[src/rtl/axi_lite_cmd_master.sv]
// Single-outstanding AXI4-Lite master: turns one command into one AXI4-Lite
// transaction and returns the response, with a hung-slave timeout that locks the block.
module axi_lite_cmd_master #(
   parameter int unsigned ADDR_WIDTH = 32,
   parameter int unsigned DATA_WIDTH = 32,
   parameter int unsigned TIMEOUT    = 1024
) (
   input  logic                      axi_aclk,
   input  logic                      axi_areset,
   input  logic                      cmd_valid,
   output logic                      cmd_ready,
   input  logic                      cmd_wr,
   input  logic [ADDR_WIDTH-1:0]     cmd_addr,
   input  logic [DATA_WIDTH-1:0]     cmd_wdata,
   input  logic [DATA_WIDTH/8-1:0]   cmd_wstrb,
   output logic                      rsp_valid,
   input  logic                      rsp_ready,
   output logic [DATA_WIDTH-1:0]     rsp_rdata,
   output logic [1:0]                rsp_resp,
   output logic                      rsp_timeout,
   output logic                      locked,
   output logic                      m_axi_awvalid,
   input  logic                      m_axi_awready,
   output logic [ADDR_WIDTH-1:0]     m_axi_awaddr,
   output logic [2:0]                m_axi_awprot,
   output logic                      m_axi_wvalid,
   input  logic                      m_axi_wready,
   output logic [DATA_WIDTH-1:0]     m_axi_wdata,
   output logic [DATA_WIDTH/8-1:0]   m_axi_wstrb,
   input  logic                      m_axi_bvalid,
   output logic                      m_axi_bready,
   input  logic [1:0]                m_axi_bresp,
   output logic                      m_axi_arvalid,
   input  logic                      m_axi_arready,
   output logic [ADDR_WIDTH-1:0]     m_axi_araddr,
   output logic [2:0]                m_axi_arprot,
   input  logic                      m_axi_rvalid,
   output logic                      m_axi_rready,
   input  logic [DATA_WIDTH-1:0]     m_axi_rdata,
   input  logic [1:0]                m_axi_rresp
);

   localparam int unsigned SW = DATA_WIDTH / 8;
   localparam int unsigned CW = (TIMEOUT > 1) ? $clog2(TIMEOUT) : 1;
   localparam logic [CW-1:0] CNT_LAST = CW'(TIMEOUT - 1);

   localparam logic [2:0] S_IDLE    = 3'd0;
   localparam logic [2:0] S_WR_REQ  = 3'd1;
   localparam logic [2:0] S_WR_RESP = 3'd2;
   localparam logic [2:0] S_RD_REQ  = 3'd3;
   localparam logic [2:0] S_RD_DATA = 3'd4;
   localparam logic [2:0] S_RSP     = 3'd5;

   logic [2:0]            state_q, state_d;
   logic [ADDR_WIDTH-1:0] addr_q, addr_d;
   logic [DATA_WIDTH-1:0] wdata_q, wdata_d;
   logic [SW-1:0]         wstrb_q, wstrb_d;
   logic [DATA_WIDTH-1:0] rdata_q, rdata_d;
   logic [1:0]            resp_q, resp_d;
   logic                  awvalid_q, awvalid_d;
   logic                  wvalid_q, wvalid_d;
   logic                  arvalid_q, arvalid_d;
   logic                  to_q, to_d;
   logic                  locked_q, locked_d;
   logic [CW-1:0]         cnt_q, cnt_d;
   logic                  expired;
   logic                  do_timeout;
   logic                  aw_done, w_done;

   assign cmd_ready = (state_q == S_IDLE) && !locked_q && !axi_areset;

   assign expired = (TIMEOUT != 0) && (cnt_q == CNT_LAST);
   // A valid already dropped means its handshake happened in an earlier cycle.
   assign aw_done = !awvalid_q || m_axi_awready;
   assign w_done  = !wvalid_q || m_axi_wready;

   always_comb begin
      state_d    = state_q;
      addr_d     = addr_q;
      wdata_d    = wdata_q;
      wstrb_d    = wstrb_q;
      rdata_d    = rdata_q;
      resp_d     = resp_q;
      awvalid_d  = awvalid_q;
      wvalid_d   = wvalid_q;
      arvalid_d  = arvalid_q;
      to_d       = to_q;
      locked_d   = locked_q;
      cnt_d      = cnt_q;
      do_timeout = 1'b0;
      case (state_q)
         S_IDLE: begin
            if (cmd_valid && cmd_ready) begin
               addr_d  = cmd_addr;
               wdata_d = cmd_wdata;
               wstrb_d = cmd_wstrb;
               cnt_d   = '0;
               if (cmd_wr) begin
                  state_d   = S_WR_REQ;
                  awvalid_d = 1'b1;
                  wvalid_d  = 1'b1;
               end else begin
                  state_d   = S_RD_REQ;
                  arvalid_d = 1'b1;
               end
            end
         end
         S_WR_REQ: begin
            cnt_d     = cnt_q + CW'(1);
            awvalid_d = awvalid_q && !m_axi_awready;
            wvalid_d  = wvalid_q && !m_axi_wready;
            if (aw_done && w_done) state_d = S_WR_RESP;
            else if (expired)      do_timeout = 1'b1;
         end
         S_WR_RESP: begin
            cnt_d = cnt_q + CW'(1);
            if (m_axi_bvalid) begin
               resp_d  = m_axi_bresp;
               rdata_d = '0;
               to_d    = 1'b0;
               state_d = S_RSP;
            end else if (expired) begin
               do_timeout = 1'b1;
            end
         end
         S_RD_REQ: begin
            cnt_d = cnt_q + CW'(1);
            if (m_axi_arready) begin
               arvalid_d = 1'b0;
               state_d   = S_RD_DATA;
            end else if (expired) begin
               do_timeout = 1'b1;
            end
         end
         S_RD_DATA: begin
            cnt_d = cnt_q + CW'(1);
            if (m_axi_rvalid) begin
               rdata_d = m_axi_rdata;
               resp_d  = m_axi_rresp;
               to_d    = 1'b0;
               state_d = S_RSP;
            end else if (expired) begin
               do_timeout = 1'b1;
            end
         end
         S_RSP: begin
            if (rsp_ready) state_d = S_IDLE;
         end
         default: state_d = S_IDLE;
      endcase
      if (do_timeout) begin
         awvalid_d = 1'b0;
         wvalid_d  = 1'b0;
         arvalid_d = 1'b0;
         resp_d    = 2'b10;
         rdata_d   = '0;
         to_d      = 1'b1;
         locked_d  = 1'b1;
         state_d   = S_RSP;
      end
   end

   always_ff @(posedge axi_aclk) begin
      if (axi_areset) begin
         state_q   <= S_IDLE;
         addr_q    <= '0;
         wdata_q   <= '0;
         wstrb_q   <= '0;
         rdata_q   <= '0;
         resp_q    <= '0;
         awvalid_q <= 1'b0;
         wvalid_q  <= 1'b0;
         arvalid_q <= 1'b0;
         to_q      <= 1'b0;
         locked_q  <= 1'b0;
         cnt_q     <= '0;
      end else begin
         state_q   <= state_d;
         addr_q    <= addr_d;
         wdata_q   <= wdata_d;
         wstrb_q   <= wstrb_d;
         rdata_q   <= rdata_d;
         resp_q    <= resp_d;
         awvalid_q <= awvalid_d;
         wvalid_q  <= wvalid_d;
         arvalid_q <= arvalid_d;
         to_q      <= to_d;
         locked_q  <= locked_d;
         cnt_q     <= cnt_d;
      end
   end

   assign rsp_valid     = (state_q == S_RSP);
   assign rsp_rdata     = rdata_q;
   assign rsp_resp      = resp_q;
   assign rsp_timeout   = to_q;
   assign locked        = locked_q;
   assign m_axi_awvalid = awvalid_q;
   assign m_axi_awaddr  = addr_q;
   assign m_axi_awprot  = 3'b000;
   assign m_axi_wvalid  = wvalid_q;
   assign m_axi_wdata   = wdata_q;
   assign m_axi_wstrb   = wstrb_q;
   assign m_axi_bready  = (state_q == S_WR_RESP);
   assign m_axi_arvalid = arvalid_q;
   assign m_axi_araddr  = addr_q;
   assign m_axi_arprot  = 3'b000;
   assign m_axi_rready  = (state_q == S_RD_DATA);

endmodule

[config.mk]
export PLATFORM = sky130hd
export DESIGN_NAME = axi_lite_cmd_master
export DESIGN_NICKNAME = d
export VERILOG_FILES = /design/src/rtl/axi_lite_cmd_master.sv
export SDC_FILE = /design/constraint.sdc
export NUM_CORES = 1
export LEC_CHECK = 0
export ABC_AREA = 1
export BUFFER_PORTS_ARGS = -buffer_cell sky130_fd_sc_hd__buf_2
export CORE_ASPECT_RATIO = 0.7
export CORE_MARGIN = 8
export CORE_UTILIZATION = 45
export CTS_CLUSTER_DIAMETER = 60
export DETAILED_ROUTE_END_ITERATION = 10
export GPL_TIMING_DRIVEN = 0
export PLACE_DENSITY = 0.85
export SYNTH_ARGS = -nofsm -noshare
export SYNTH_HDL_FRONTEND = slang
export SYNTH_SLANG_ARGS = --single-unit
[constraint.sdc]
create_clock -name axi_aclk -period 1.76 [get_ports axi_aclk]
set_input_delay 0 -clock axi_aclk [delete_from_list [all_inputs] [get_ports axi_aclk]]
set_output_delay 0 -clock axi_aclk [all_outputs]
set_load 0.01 [all_outputs]
==> qor.csv <==
metric;value;unit
endpoint_kind;flop;
layout.cells.non_filler;1212;
cts_inserted_buffers;17;
p_switching;3.71;mW
layout_common_cells;buf_2 (262), nor2_1 (158), dfxtp_1 (117), dlygate4sd3_1 (106), nand2_1 (74);
p_total;10.8;mW
hold_depth;5;
grt_max_degree;17;
totalWireLength;19700;µm
root_buffer;clkbuf_16;
clk_latency;410;ps
vias;5951;
run_status;finished clean;
internal-power;7.08;mW
post-place-ws;-22.5;ps
setup_tns;0;ps
path_class;reg -> reg;
cp_data_arrival_time;2010;ps
drt_first_iter_violations;453;
min_period;1680;ps
cts_max_path_buffers;2;
initial_core_util;46.0;%
fin_util;75.9;%
track_usage;25.8;%
synth_top_area_cell;dfxtp_1;
synthTopCellsByArea;dfxtp_1 (48%), nor2_1 (12%), o21ai_0 (6.9%);
layout.nets;1159;
synth_seq_cells;120;
startpoint_type;flop;
die_h;104;µm
area_delta_synth_final;65.0;%
fin_crit_sh;95.6;%
p_leak;4.00;nW
wl_per_cell;16.3;µm
cts.clk_slew.worst_paths;50;ps
ant_nets;0;
swShare;34.4;%
min_path_type;in -> reg;
dpl.cell_count;1068;
dr.pass1.iters;5;
design.die.area;0.0149;mm²
syn-instance-count;654;
crit_buf_inv;2;
grt_pass1_wl;30600;µm
final_common_cell;buf_2;
hold_slack;61.9;ps
drcViolationCount;0;
port_buffers;256;
tightestPinTransition;654;ps
grt_overflow;0;
slew_viol_final;0;
rr_worst_depth;7;
critical-path-max-stage-delay;410;ps
grt_pass1_vias;6035;
rsz0062_at_grt;true;
cp.required;2090;ps
dp_hpwl;12800;µm
timing.fmax;594;MHz
fin_area;0.00829;mm²
synth.top_cell.area_share;47.8;%
cts.htree.levels;4;
cp_top_family;simple AND/OR/NAND/NOR gates;
synth.avg_cell_area;7.69;µm²
cts.sink_count;120;
fp.coreArea;0.0109;mm²
path_depth;7;
yosysSeqAreaShare;47.8;%
worst_slack;77.3;ps
p_per_area;1300;mW/mm²
p_clk_share;33.7;%
pwr-share-seq;32.5;%
tritoncts;done;
routed_via_density;4.91;
rows;32;
die_w;142;µm
synth_warnings;0;
cp_max_fo;10;
syn_area;0.00503;mm²
num_io_pins;263;
slew_headroom;56.4;%
place_area;0.00652;mm²
ir_drop;915;µV
drive_above_1_share;37.5;%
antenna_found_initial;4;
gp_congestion;0.887;
finalHoldViolCount;0;
fillers;782;
combinationalPowerShare;33.8;%
clock_skew;9.65;ps
crit_path_cell_trace;inv_2 > nand4_1 > nand2_1 > o21ai_4 > nand2_4 > buf_6 > a21oi_2;
setup_viol;0;
synth_cell_types;34;
drv_cap;0;
cp_slowest_cell;dfxtp_2;
-- cell usage after synthesis (all sizes together) --
library cell / number
nand3: 44
nand3b: 1
conb: 1
xor2: 1
nor3: 7
clkinv: 2
a21oi: 47
clkbuf: 19
nor3b: 3
nand4: 6
or2: 1
nor2: 161
dfxtp: 120
a211oi: 1
o22ai: 1
o21ai: 71
buf: 54
inv: 31
nand2: 80
and2: 1
ha: 1
o21bai: 1
-- kinds of logic (layout without fill, tap and decap cells) --
group / Yosys count / after routing / share of synthesized area, %
AND/OR/NAND/NOR: 304 / 304 / 25.4
AO/OA/AOI/OAI: 121 / 121 / 14.6
flip-flops: 120 / 120 / 47.8
buffers and inverters: 106 / 503 / 11.7
adder cells (fa/ha/maj): 1 / 1 / 0.249
other: 1 / 9 / 0.0746
XOR/XNOR: 1 / 1 / 0.174
-- routing by layer --
layer / vias up / wire [µm] / track usage [%]
met2: 276 / 9780 / 44.4
met4: 2 / 788 / 14.7
met1: 2749 / 7610 / 27.9
met3: 70 / 1520 / 7.11
met5: - / 13 / 0
li1: 2854 / - / -
-- power groups by stage --
stage / combinational, mW / sequential, mW / clock (mW)
after floorplan: 1.87 / 3.69 / 0
after global placement: 3.18 / 3.51 / 0
after detailed placement: 3.25 / 3.52 / 0
after CTS: 3.47 / 3.48 / 3.65
after global routing: 4.00 / 3.56 / 3.79
final: 3.65 / 3.51 / 3.63
-- repair_timing --
| action | in CTS | in global routing |
|---|---|---|
| buffers inserted | 0 | 4 |
| pin swaps | 0 | 2 |
| hold buffers | 106 | 0 |
| resized for setup | 4 | 21 |
| hold endpoints to repair | 104 | 0 |
| endpoints found under the setup margin | 23 | 85 |
-- worst min-delay path, delay by kind of cell --
family,cells,cell delay (ps)
buf+inv,1,90
compound gates,2,180
simple gates,2,130
-- worst paths after layout --
check / from / to / slack (ps)
worst max-delay path: state_q[0]$_SDFFE_PP0P_ / rsp_rdata[18]$_SDFFE_PP0P_ / 80
worst max register to register: state_q[0]$_SDFFE_PP0P_ / rsp_rdata[18]$_SDFFE_PP0P_ / 80
worst min-delay path: m_axi_rresp[1] / rsp_resp[1]$_SDFFE_PP0P_ / 60
worst min register to register: rsp_rdata[3]$_SDFFE_PP0P_ / rsp_rdata[3]$_SDFFE_PP0P_ / 460
-- final cells by class --
type	count	area (µm²)	share of cell area (%)
multi-input cells	433	2090	25.2
flip-flops and latches	120	2410	29.0
inverters	33	130	1.57
diodes	3	7.51	0.0905
well taps	153	191	2.31
clock inverters	9	148	1.78
repair buffers	366	2370	28.6
plain buffers	73	487	5.87
clock buffers	22	464	5.60
-- sequential cells by signal (all words and copies together) (netlist names) --
name,count
m_axi_araddr,32
m_axi_wdata,32
rsp_rdata,32
cnt_q,10
m_axi_wstrb,4
state_q,3
rsp_resp,2
locked,1
m_axi_arvalid,1
m_axi_awvalid,1
m_axi_wvalid,1
rsp_timeout,1
Power figures use the tool's default switching activity.
